File: config.mk
export PLATFORM = sky130hd
export DESIGN_NAME = ifu_fetch_fsm
export DESIGN_NICKNAME = d
export VERILOG_FILES = /design/src/rtl/ifu_pkg.sv /design/src/rtl/ifu_timeout_cnt.sv /design/src/rtl/ifu_fetch_fsm.sv
export SDC_FILE = /design/constraint.sdc
export NUM_CORES = 1
export LEC_CHECK = 0
export ABC_AREA = 1
export CAP_MARGIN = 40
export CORE_UTILIZATION = 46
export DETAILED_ROUTE_END_ITERATION = 10
export PLACE_DENSITY = 0.87
export SYNTH_ARGS = -nofsm -noshare
export SYNTH_HDL_FRONTEND = slang
export SYNTH_SLANG_ARGS = --single-unit
File: constraint.sdc
create_clock -name clk -period 1.9 [get_ports clk]
set_clock_uncertainty 0.2 [all_clocks]
set_input_delay 0.38 -clock clk [delete_from_list [all_inputs] [get_ports clk]]
set_output_delay 0.38 -clock clk [all_outputs]
set_load 0.02 [all_outputs]
File: src/rtl/ifu_pkg.sv
`default_nettype none
// +----------------------------------------------------------------------+
// | ifu_pkg : shared types and defaults for the instruction fetch unit   |
// | Rev 1.0                                                              |
// +----------------------------------------------------------------------+
package ifu_pkg;

  typedef enum logic [1:0] {
    S_IDLE = 2'd0,
    S_REQ  = 2'd1,
    S_WAIT = 2'd2,
    S_HOLD = 2'd3
  } ifu_state_e;

  localparam logic [31:0] IFU_RESET_PC   = 32'h8000_0000;
  localparam logic [31:0] IFU_FAULT_INST = 32'h0010_0073;  // ebreak
  localparam logic [31:0] IFU_INST_BYTES = 32'd4;

  // Sequential successor; wraps naturally at the top of the address space.
  function automatic logic [31:0] next_seq_pc(input logic [31:0] cur_pc);
    return cur_pc + IFU_INST_BYTES;
  endfunction

endpackage : ifu_pkg
`default_nettype wire

File: src/rtl/ifu_timeout_cnt.sv
`default_nettype none
// +----------------------------------------------------------------------+
// | ifu_timeout_cnt : 16-bit clearable up-counter, flags TIMEOUT-1       |
// | Rev 1.0                                                              |
// +----------------------------------------------------------------------+
module ifu_timeout_cnt #(
  parameter int unsigned TIMEOUT = 255
) (
  input  logic clk,
  input  logic rst,
  input  logic clr,
  input  logic en,
  output logic expired
);

  localparam logic [15:0] LAST_COUNT = 16'(TIMEOUT - 1);

  logic [15:0] count_q;
  logic [15:0] count_d;

  always_comb begin
    count_d = count_q;
    if (clr) begin
      count_d = '0;
    end else if (en) begin
      count_d = count_q + 16'd1;
    end
  end

  always_ff @(posedge clk) begin
    if (rst) begin
      count_q <= '0;
    end else begin
      count_q <= count_d;
    end
  end

  assign expired = (count_q == LAST_COUNT);

endmodule : ifu_timeout_cnt
`default_nettype wire

File: src/rtl/ifu_fetch_fsm.sv
`default_nettype none
// +----------------------------------------------------------------------+
// | ifu_fetch_fsm : multi-cycle fetch stage, one outstanding request     |
// | Rev 1.0                                                              |
// +----------------------------------------------------------------------+
module ifu_fetch_fsm
  import ifu_pkg::*;
#(
  parameter logic [31:0] RESET_PC   = IFU_RESET_PC,
  parameter int unsigned TIMEOUT    = 255,
  parameter logic [31:0] FAULT_INST = IFU_FAULT_INST
) (
  input  logic        clk,
  input  logic        rst,
  output logic        req_valid,
  input  logic        req_ready,
  output logic [31:0] req_addr,
  input  logic        rsp_valid,
  input  logic [31:0] rsp_data,
  input  logic        rsp_err,
  output logic        inst_valid,
  input  logic        inst_ready,
  output logic [31:0] inst,
  output logic [31:0] pc,
  output logic        fault,
  input  logic        jump_en,
  input  logic [31:0] jump_pc
);

  ifu_state_e  state_q, state_d;
  logic [31:0] pc_q, pc_d;
  logic [31:0] inst_q, inst_d;
  logic        fault_q, fault_d;

  logic cnt_clr;
  logic cnt_en;
  logic cnt_expired;
  logic pc_misaligned;

  assign pc_misaligned = (pc_q[1:0] != 2'b00);

  ifu_timeout_cnt #(
    .TIMEOUT (TIMEOUT)
  ) u_timeout_cnt (
    .clk     (clk),
    .rst     (rst),
    .clr     (cnt_clr),
    .en      (cnt_en),
    .expired (cnt_expired)
  );

  always_comb begin
    state_d = state_q;
    pc_d    = pc_q;
    inst_d  = inst_q;
    fault_d = fault_q;
    cnt_clr = 1'b0;
    cnt_en  = 1'b0;

    case (state_q)
      S_IDLE: begin
        state_d = S_REQ;
      end

      S_REQ: begin
        // A misaligned PC never reaches the bus; it faults locally.
        if (pc_misaligned) begin
          inst_d  = FAULT_INST;
          fault_d = 1'b1;
          state_d = S_HOLD;
        end else if (req_ready) begin
          cnt_clr = 1'b1;
          state_d = S_WAIT;
        end
      end

      S_WAIT: begin
        cnt_en = 1'b1;
        if (rsp_valid) begin
          inst_d  = rsp_err ? FAULT_INST : rsp_data;
          fault_d = rsp_err;
          state_d = S_HOLD;
        end else if (cnt_expired) begin
          inst_d  = FAULT_INST;
          fault_d = 1'b1;
          state_d = S_HOLD;
        end
      end

      S_HOLD: begin
        if (inst_ready) begin
          pc_d    = jump_en ? jump_pc : next_seq_pc(pc_q);
          fault_d = 1'b0;
          state_d = S_REQ;
        end
      end

      default: begin
        state_d = S_IDLE;
      end
    endcase
  end

  always_ff @(posedge clk) begin
    if (rst) begin
      state_q <= S_IDLE;
      pc_q    <= RESET_PC;
      inst_q  <= '0;
      fault_q <= 1'b0;
    end else begin
      state_q <= state_d;
      pc_q    <= pc_d;
      inst_q  <= inst_d;
      fault_q <= fault_d;
    end
  end

  // Every output is a decode of registered state only.
  assign req_valid  = (state_q == S_REQ) && !pc_misaligned;
  assign req_addr   = pc_q;
  assign inst_valid = (state_q == S_HOLD);
  assign inst       = inst_q;
  assign pc         = pc_q;
  assign fault      = fault_q;

endmodule : ifu_fetch_fsm
`default_nettype wire

# Word-level counts from Yosys, hierarchy flattened
# Index checks and enable logic that the tools add are counted.
[totals]
word_cells = 47
ram_bits = 0
regBits = 83
out_inout_bits = 99
mem_count = 0
input_bits = 71
latch_bits = 0
mem_bits_ro = 0
[op_classes]
n_bitwise = 0
n_reduce_logical = 11
n_lt_le_gt_ge = 0
muxes = 21
n_eq_ne = 8
mul = 0
shifts = 0
div_mod_pow = 0
addsub = 2
[ops]
columns = ["op", "count"]
rows = [
  ["2-to-1 mux 32 bit", 5],
  ["case mux 32 bit (2 select lines)", 1],
  ["adder 32 x 3 -> 32 bit (second input constant)", 1],
  ["adder 16 x 1 -> 16 bit (second input constant)", 1],
  ["equality test 16 x 8 -> 1 bit (second input constant)", 1],
  ["2-to-1 mux 2 bit", 5],
  ["2-to-1 mux 1 bit", 8],
  ["case mux 2 bit (4 select lines)", 1],
  ["inequality test 3 bit (second input constant)", 2],
  ["AND reduction 3 bit", 2],
  ["equality test 2 bit (second input constant)", 2],
  ["AND reduction 4 bit", 1],
  ["nonzero test 2 bit", 2],
  ["case mux 1 bit (3 select lines)", 1],
  ["nonzero test 3 bit", 1],
  ["equality test 2 x 1 -> 1 bit (second input constant)", 1],
  ["logical NOT 2 bit", 1],
  ["inequality test 2 x 1 -> 1 bit (second input constant)", 1],
  ["inequality test 2 bit (second input constant)", 1],
  ["AND reduction 2 bit", 1],
  ["OR reduction 2 bit", 1],
  ["logical AND 1 bit", 1],
  ["logical NOT 1 bit", 1],
]

# Depth between registers and ports, before layout
# Gate-level depths: netlist of run 1.
[depth]
depth_word = 4
depth_mapped = 11
mapped_depth_nobuf = 11

# Cells and area by module
# From an unflattened synthesis of run 1, not the netlist that was laid out.
[unflattened]
hier_cells = 708
area_unflattened_um2 = 4764.6
[modules_own_cells]
columns = ["mod", "cells_per_inst", "seq_area_each_um2", "area_each_um2", "instances"]
rows = [
  ["ifu_fetch_fsm", 569, 1341.3, 3865.0, 1],
  ["ifu_timeout_cnt", 139, 320.3, 899.6, 1],
]

# Least setup slack after synthesis of run 1
# Ideal clock, no wire load.
[synth_timing]
path_type = "register to register"
startpoint = "register pc_q[2] (netlist: pc[2])"
endpoint = "register pc_q[22] (netlist: pc[22])"
period_less_slack_ps = 1810
slack_ps = 90
stages_incl_launch_ff = 9
t_arrival_ps = 1478
n_path_buf = 0
setup_ps = 132
cell_sequence = "dfxtp_1 -> ha_1 -> nand2_1 -> nor2_2 -> nand3_1 -> nor2_1 -> nand4_1 -> nand3_1 -> a21oi_1"
[synth_via]
elab_chain_len = 2
[synth_rtl]
columns = ["element", "line", "source"]
rows = [
  ["start: declaration", "ifu_fetch_fsm.sv:31", "logic [31:0] pc_q, pc_d;"],
  ["start signal: assignment", "ifu_fetch_fsm.sv:112", "pc_q <= pc_d;"],
  ["adder 32 x 3 -> 32 bit", "ifu_pkg.sv:21", "return cur_pc + IFU_INST_BYTES;"],
  ["2-to-1 mux 32 bit", "ifu_fetch_fsm.sv:92", "pc_d = jump_en ? jump_pc : next_seq_pc(pc_q);"],
]
# Every way passes these cells.
# A chain may end at the register's enable or synchronous reset.

# Final worst setup path of run 1
[layout_timing]
startpoint = "register pc_q[10] (netlist: pc[10])"
endpoint = "output req_addr[10]"
[layout_lines]
columns = ["element", "line", "source"]
rows = [
  ["end: declaration", "ifu_fetch_fsm.sv:17", "output logic [31:0] req_addr,"],
]
# No word-level cell between the ends.

==> results_dict.tcl, run 1 <==
set metrics [dict create \
    ys_ff_latch 83 \
    synth-edff-count 0 \
    drc 0 \
    clock-root-buffer "clkbuf_8" \
    vias_per_cell 5.15 \
    hold_class "reg -> reg" \
    cp.arrival_ns 1.26 \
    crit_path_max_fanout 5 \
    maxSlewViolCount 0 \
    cts_buffers 9 \
    num_rows 37 \
    setup_tns_ns 0 \
    muxShareOfSynthArea 0 \
    max_freq_mhz 542 \
    crit_required_ns 1.32 \
    synth_ff_type "dfxtp_1" \
    htreeDepth 3 \
    syn_avg_cell_area_sq_um 6.31 \
    slew_headroom 0.688 \
    wl_per_cell_um 13.6 \
    critical_path.cell_chain "buf_4 > dlygate4sd2_1" \
    die_y_um 105 \
    synth-simple-area-share 0.386 \
    synthAdderAreaFrac 0.0180 \
    synth_top_family_by_area "simple AND/OR/NAND/NOR gates" \
    io_buffers 169 \
    setup_violations 0 \
    cp-start-kind "flip-flop" \
    die_width_um 105 \
    area_growth_syn_to_layout_pct 44.2 \
    cts.clk_slew.worst_paths_ns 0.09 \
    die_area_sq_um 11000 \
    antennaDiodeCount 0 \
    grt_overflow_total 0 \
    gp_congestion 0.924 \
    worstSetupPathType "reg -> out" \
    grt_usage 0.260 \
    cpPeakStageDelay_ns 0.43 \
    seqCellArea_sq_um 1670 \
    clk_latency_ns 0.36 \
    drt_iter0_markers 333 \
    synthArstFlopShare 0 \
    status "completed" \
    synth_nets 848 \
    synth_xor_area_frac 0.00721 \
    clockBufferDepth 2 \
    yosysWarnings 0 \
    cts_tree "done" \
    cap_violations 0 \
    antenna_left 0 \
    final_area_sq_um 7000 \
    mostFrequentLayoutCells "nand2_1, nor2_1, dlygate4sd2_1, dfxtp_1, clkdlybuf4s50_1" \
    drive_above_1_share 0.134 \
    dr.pass1.iters 6 \
    fin_nets 1019 \
    syn_area_sq_um 4860 \
    hold_viol_final 0 \
    powerDensity_nw_per_um2 852 \
    worst_slew_pin_slew_ns 0.463 \
    cts_sinks 83 \
    critPathSlowestCell "dfxtp_1" \
    grt_antenna_before_repair 0 \
    routed_wl_mm 14.7 \
    grt_pass1_wl_mm 23.5 \
    fin_crit_sh 0.970 \
    ys_seq_area_frac 0.342 \
    core_area_sq_um 10300 \
    vdd_ir_drop_max_uv 762 \
    num_vias 5575 \
    placed_area_sq_um 6730 \
    synth.distinct_cells 40 \
    endpoint_kind "primary output" \
    p_leak_nw 3.17 \
    synth-compound-area-share 0.123 \
    fin_crit_ns 1.84 \
    layout_commonest_cell "nand2_1" \
    start_util 0.472 \
    synthCells 770 \
    ios 170 \
    n_fill_cell 904 \
    first_global_vias 5157 \
    grt_max_degree 36 \
    multi_input_area_sq_um 2700 \
    hpwlAfterDp_mm 10.5 \
]
==> routing by layer <==
layer  track usage  vias to the layer above  routed length, um
met4         0.107                        0                428
li1              -                     2786                  -
met2         0.448                      267               6940
met5             0                        -                  0
met1         0.298                     2472               5690
met3        0.0811                       50               1610
==> per-stage QoR <==
step	hold slack (ns)	instances	util	total power [W]	setup WS, ns
floorplan	0.239	770	-	0.00362	0.0901
global placement	0.248	1063	0.655	0.00460	-0.0685
detailed placement	0.258	1063	0.655	0.00463	-0.128
CTS	0.273	1079	0.663	0.00569	0.000986
global route	0.298	1082	0.681	0.00634	-0.0242
finish	0.267	1082	0.681	0.00596	0.0564
==> kinds of logic after synthesis <==
group	Yosys count
compound gates	107
buf+inv	120
xor+xnor	4
simple gates	449
flops	83
fa+ha+maj	7
==> timing repair <==
action | 4_1_cts | 5_1_grt
resized for setup | 96 | 62
gates cloned | 0 | 2
pin swaps | 0 | 2
hold buffers | 0 | 0
endpoints found under the setup margin | 96 | 71
buffers inserted | 0 | 1
==> power by group <==
group / total [W] / switching [W] / internal, W
clock network: 0.00119 / 0.000703 / 0.000489
logic: 0.00263 / 0.00151 / 0.00112
registers: 0.00214 / 0.000145 / 0.00200
total: 0.00596 / 0.00236 / 0.00360
==> flip-flops by register name (all words and copies together) (netlist names) <==
name,count
u_timeout_cnt.count_q,16
pc,32
fault,1
inst,32
state_q,2
==> final cells by class <==
type                       instances  area share
clock buffer                      10      0.0182
clock inverter                     6     0.00715
inverter                          60      0.0331
multi-input combinational        567       0.385
sequential                        83       0.239
tap                              136      0.0243
timing repair buffer             220       0.294
==> critical path: cells and delay by family (launching register included) <==
kind / cells / cell delay, ns
buffers and inverters: 2 / 0.47
DFF: 1 / 0.43
==> synthesized netlist by cell type (3+ instances only) <==
cell type,count,area share
nand2_1,179,0.14
buf_4,34,0.053
a22oi_1,8,0.012
nor2_1,175,0.14
nand4_1,9,0.012
o21ai_1,3,0.0031
inv_2,5,0.0039
inv_1,54,0.042
nor3_1,19,0.020
nand2_2,4,0.0052
a31oi_1,3,0.0039
o21ai_0,43,0.044
o211ai_1,5,0.0077
nand3_1,42,0.043
buf_2,7,0.0072
a21oi_1,36,0.037
nor2_2,7,0.0090
clkbuf_1,17,0.013
ha_1,7,0.018
dfxtp_1,83,0.34
==> final timing paths <==
path	end	slack, ns	startpoint	cells past startpoint
max reg2reg	inst[10]$_SDFFE_PP0P_	0.07	u_timeout_cnt.count_q[0]$_SDFFE_PP0P_	10
min reg2reg	u_timeout_cnt.count_q[7]$_SDFFE_PP0P_	0.27	u_timeout_cnt.count_q[7]$_SDFFE_PP0P_	2
max	req_addr[10]	0.06	pc[10]$_SDFFE_PP0P_	2
min	u_timeout_cnt.count_q[7]$_SDFFE_PP0P_	0.27	u_timeout_cnt.count_q[7]$_SDFFE_PP0P_	2
Note: power is estimated with default switching activity, not from simulation.
==> run 2, diff against run 1 <==
Settings changed: CAP_MARGIN 40 to 15.
==> results of run 2 <==
Same layout as run 1: the final DEF is identical, and so are final timing and power.
==> run 3, diff against run 2 <==
Settings changed: CORE_UTILIZATION 46 to 45, PLACE_DENSITY 0.87 to 0.84.
==> run 3 against run 2 <==
- die area up 2.2%
- register-to-register slack about the same
- final cell count up 0.18%
- worst setup slack worse by 0.016 ns
- sequential share of layout area down 0.13 points
- critical path type unchanged
- critical endpoint is now req_addr[8]
- largest cell class unchanged
- largest power group unchanged
==> results_dict.tcl, run 3 (same netlist as run 1, synthesis figures left out) <==
set metrics [dict create \
    grt_max_degree 33 \
    fin_nets 1021 \
    path_delay_family "flip-flops" \
    critPathBufInv 1 \
    die_area_sq_um 11200 \
    hpwlAfterDp_mm 10.8 \
    switching_power_w 0.00235 \
    hold_depth 2 \
    worstSetupPathType "reg -> out" \
    mostFrequentLayoutCells "nand2_1, nor2_1, dlygate4sd2_1, dfxtp_1, clkdlybuf4s50_1" \
    hold_buffers 0 \
    grt_pass1_wl_mm 23.6 \
    p_leak_nw 3.19 \
    crit_path_max_fanout 6 \
    cts_setup_buffers 0 \
    setup_violations 0 \
    ios 170 \
    cp.depth 1 \
    die_y_um 106 \
    drc 0 \
    crit_required_ns 1.32 \
    core_area_sq_um 10400 \
    grt_usage 0.263 \
    htreeDepth 3 \
    slew_headroom 0.719 \
    endpoint_kind "primary output" \
    clockBufferDepth 2 \
    first_global_vias 4936 \
    cts_sinks 83 \
    power_switching_share 0.379 \
    rsz0062_at_grt "yes" \
    vdd_ir_drop_max_uv 835 \
    fin_util 0.676 \
    num_vias 5532 \
    clock-root-buffer "clkbuf_8" \
    routed_wl_mm 14.9 \
    cp-start-kind "flip-flop" \
    antennaDiodeCount 0 \
    die_width_um 106 \
    cap_violations 0 \
    drt_iter0_markers 327 \
    num_rows 37 \
    critPathSlowestCell "dfxtp_1" \
    p_total_w 0.00619 \
    clk_latency_ns 0.36 \
    status "completed" \
    cp.arrival_ns 1.28 \
    cts_tree "done" \
    gp_congestion 0.914 \
    critical_path.cell_chain "dlygate4sd2_1" \
    max_freq_mhz 538 \
    io_buffers 169 \
    fin_crit_sh 0.979 \
    cts.clk_slew.worst_paths_ns 0.09 \
    dr.pass1.iters 4 \
    p_int_w 0.00384 \
    vias_per_cell 5.10 \
    worst_slew_pin_slew_ns 0.421 \
    antenna_left 0 \
    cpPeakStageDelay_ns 0.50 \
    grt_antenna_before_repair 0 \
    fin_crit_ns 1.86 \
    drive_above_1_share 0.131 \
    p_clk_frac 0.210 \
    hold_class "reg -> reg" \
    grt_overflow_total 0 \
    maxSlewViolCount 0 \
    wl_per_cell_um 13.8 \
    power_frac_seq 0.348 \
    power_frac_comb 0.442 \
    start_util 0.466 \
    layout_commonest_cell "nand2_1" \
    area_growth_syn_to_layout_pct 45.1 \
    cts_buffers 9 \
    placed_area_sq_um 6790 \
    r2r_cells 9 \
    hold_viol_final 0 \
    powerDensity_nw_per_um2 879 \
    final_area_sq_um 7050 \
]
## run 3: timing repair
action	in CTS	in global routing
gates resized for setup	100	51
pin swaps	0	5
cloned	0	3
setup endpoints to repair	97	51
## run 3: final timing paths
path	endpoint	start	slack, ns
setup / recovery	req_addr[8]	pc[8]$_SDFFE_PP0P_	0.04
hold / removal	inst[27]$_SDFFE_PP0P_	inst[27]$_SDFFE_PP0P_	0.28
setup reg to reg	inst[1]$_SDFFE_PP0P_	state_q[1]$_SDFFE_PP0P_	0.07
hold reg to reg	inst[27]$_SDFFE_PP0P_	inst[27]$_SDFFE_PP0P_	0.28
## run 3: power groups by stage
stage / sequential (W) / clock [W] / combinational, W
3_5_place_dp: 0.00219 / 0 / 0.00255
6_report: 0.00216 / 0.00130 / 0.00274
5_1_grt: 0.00219 / 0.00139 / 0.00298
4_1_cts: 0.00215 / 0.00131 / 0.00243
2_1_floorplan: 0.00244 / 0 / 0.00118
3_3_place_gp: 0.00218 / 0 / 0.00252
## run 3: metal layers
layer  track usage  vias to the layer above  part of all wire
li1              -                     2793                 -
met1         0.315                     2497              0.41
met2         0.449                      222              0.49
met3        0.0717                       20             0.088
met4        0.0982                        0             0.017
met5             0                        -                 0
## run 3: layout make-up
cell class                 instances  area (sq um)
timing repair buffer             222          2100
clock buffer                      12           145
tap                              136           170
multi-input combinational        567          2670
clock inverter                     4          50.0
fill                             942          3370
inverter                          60           230
sequential                        83          1670
## run 3: through the flow
| stage | hold slack [ns] | TNS [ns] | instances | worst slack (ns) |
|---|---|---|---|---|
| detailed placement | 0.265 | -1.77 | 1065 | -0.134 |
| floorplan | 0.239 | 0 | 770 | 0.0901 |
| CTS | 0.277 | 0 | 1081 | 0.00318 |
| finish | 0.279 | 0 | 1084 | 0.0404 |
| global route | 0.292 | -0.0879 | 1084 | -0.0375 |
| global placement | 0.246 | -0.967 | 1065 | -0.0912 |
==> variant (settings of run 2) <==
Encoding of `ifu_state_e`: now one-hot (4 bits for 4 states).
--- a/src/rtl/ifu_pkg.sv
+++ b/src/rtl/ifu_pkg.sv
@@ -7,7 +7,7 @@
 
-  typedef enum logic [1:0] {
-    S_IDLE = 2'd0,
-    S_REQ  = 2'd1,
-    S_WAIT = 2'd2,
-    S_HOLD = 2'd3
+  typedef enum logic [3:0] {
+    S_IDLE = 4'b0001,
+    S_REQ  = 4'b0010,
+    S_WAIT = 4'b0100,
+    S_HOLD = 4'b1000
   } ifu_state_e;
Check against the original RTL: no difference found for any inputs over 10 cycles, from zero or initial values and one cycle with rst high; not proved beyond that.
==> variant against run 2 <==
The run now ends with setup timing left. Wire length is 2.5% lower. Sequential cell count increased by 2. Register-to-register slack about the same. Non-clock buffer count decreased by 5. First-iteration DRC count down 24%. Synthesized area down 1.9%. Count of clock-buffer cells in the layout down 1. Design area is 1.7% lower. Sequential share of layout area grew 1.0 points. Utilization is 1.3 points higher. Setup slack got worse by 90 ps.
Power is not compared: it rests on default switching activity, and its combinational part moved more than twofold at a synthesized area within 25%.
==> variant: results (changes against run 2) <==
| Metric | Value |
|---|---|
| Largest net degree at the start of global routing | 38 (+5.6%) |
| Final clock-cell share | 3.07% (+0.54 points) |
| WL met1 | 6230 um (+9.5%) |
| Inverters | 62 (+3.3%) |
| Clock buffer cells | 9 (-1) |
| Met1 Resource Use GR | 32.4% (+2.7 points) |
| Hold path startpoint | inst[0]$_SDFFE_PP0P_ |
| Gpl congestion | 0.895 (-3.1%) |
| Synth Area in Adders | 0.788% (-1.0 points) |
| #MultiIn Comb | 523 (-7.8%) |
| Synth cell types | 39 (-2.5%) |
| Signal buf overhead | 29.8% (+0.42 points) |
| Failing checks | setup timing |
| HPWL Detailed | 10500 um (-0.15%) |
| Nets | 970 (-4.8%) |
| Path depth of the worst reg2reg path | 11 (+1) |
| Initial DRC Count | 252 (-24%) |
| Layout cells sized above 1 | 13.1% (-0.33 points) |
| Post-synthesis compound-gate area fraction | 13.8% (+1.5 points) |
| Post-synthesis xor/xnor area fraction | 0.919% (+0.20 points) |
| Final setup violation count | 1 (+1) |
| Via/cell ratio | 5.16 (about the same) |
| GR Util met3 | 4.78% (-3.3 points) |
| Synth Register Bits | 85 (+2.4%) |
| Sequential share of cell area | 24.9% (+1.0 points) |
| Min setup slack post-route | -33.1 ps (-89.5 ps) |
| Status | finished, violations left |
variant: changes by cell type after synthesis, sizes merged, moves of 6 or more:
cell	change
a21oi	+36
a22oi	-6
clkbuf	-6
nand2	+26
nor2	-70
nor3	-8
o21ai	-21
variant: kinds of logic after synthesis:
| group | Yosys count |
|---|---|
| simple gates | 396 |
| fa+ha+maj | 3 |
| buf+inv | 118 |
| compound gates | 119 |
| xor+xnor | 5 |
| flops | 85 |
variant: how the worst min path moves through the flow:
stage / cells past startpoint / endpoint / slack (ps)
6_report: 2 / inst[0]$_SDFFE_PP0P_ / 260
5_1_grt: 2 / inst[6]$_SDFFE_PP0P_ / 270
4_1_cts: 2 / inst[6]$_SDFFE_PP0P_ / 260
3_5_place_dp: 2 / inst[6]$_SDFFE_PP0P_ / 240
3_3_place_gp: 2 / inst[20]$_SDFFE_PP0P_ / 240
2_1_floorplan: 2 / u_timeout_cnt.count_q[14]$_SDFFE_PP0P_ / 240
variant: metrics by stage:
stage | instances | area [sq um] | util, % | setup TNS, ps | worst slack, ps
floorplan | 726 | 4760 | - | 0 | 101
global placement | 1009 | 6610 | 66.7 | -141 | -44.6
detailed placement | 1009 | 6610 | 66.7 | -810 | -102
CTS | 1025 | 6700 | 67.6 | -39.1 | -39.1
global route | 1034 | 6880 | 69.5 | -239 | -91.4
finish | 1034 | 6880 | 69.5 | -33.1 | -33.1
variant: power by group:
group	total [uW]	leakage [uW]	switching, uW	internal [uW]
registers	1860	0.000690	35.9	1830
clock network	1410	0.000102	768	640
logic	614	0.00227	295	319
total	3880	0.00306	1100	2790
variant: what timing repair did:
action | 4_1_cts | 5_1_grt
buffers inserted | 0 | 8
endpoints found under the setup margin | 94 | 39
endpoints found under the hold margin | 0 | 0
cloned | 0 | 1
pin swaps | 0 | 5
gates resized for setup | 102 | 37
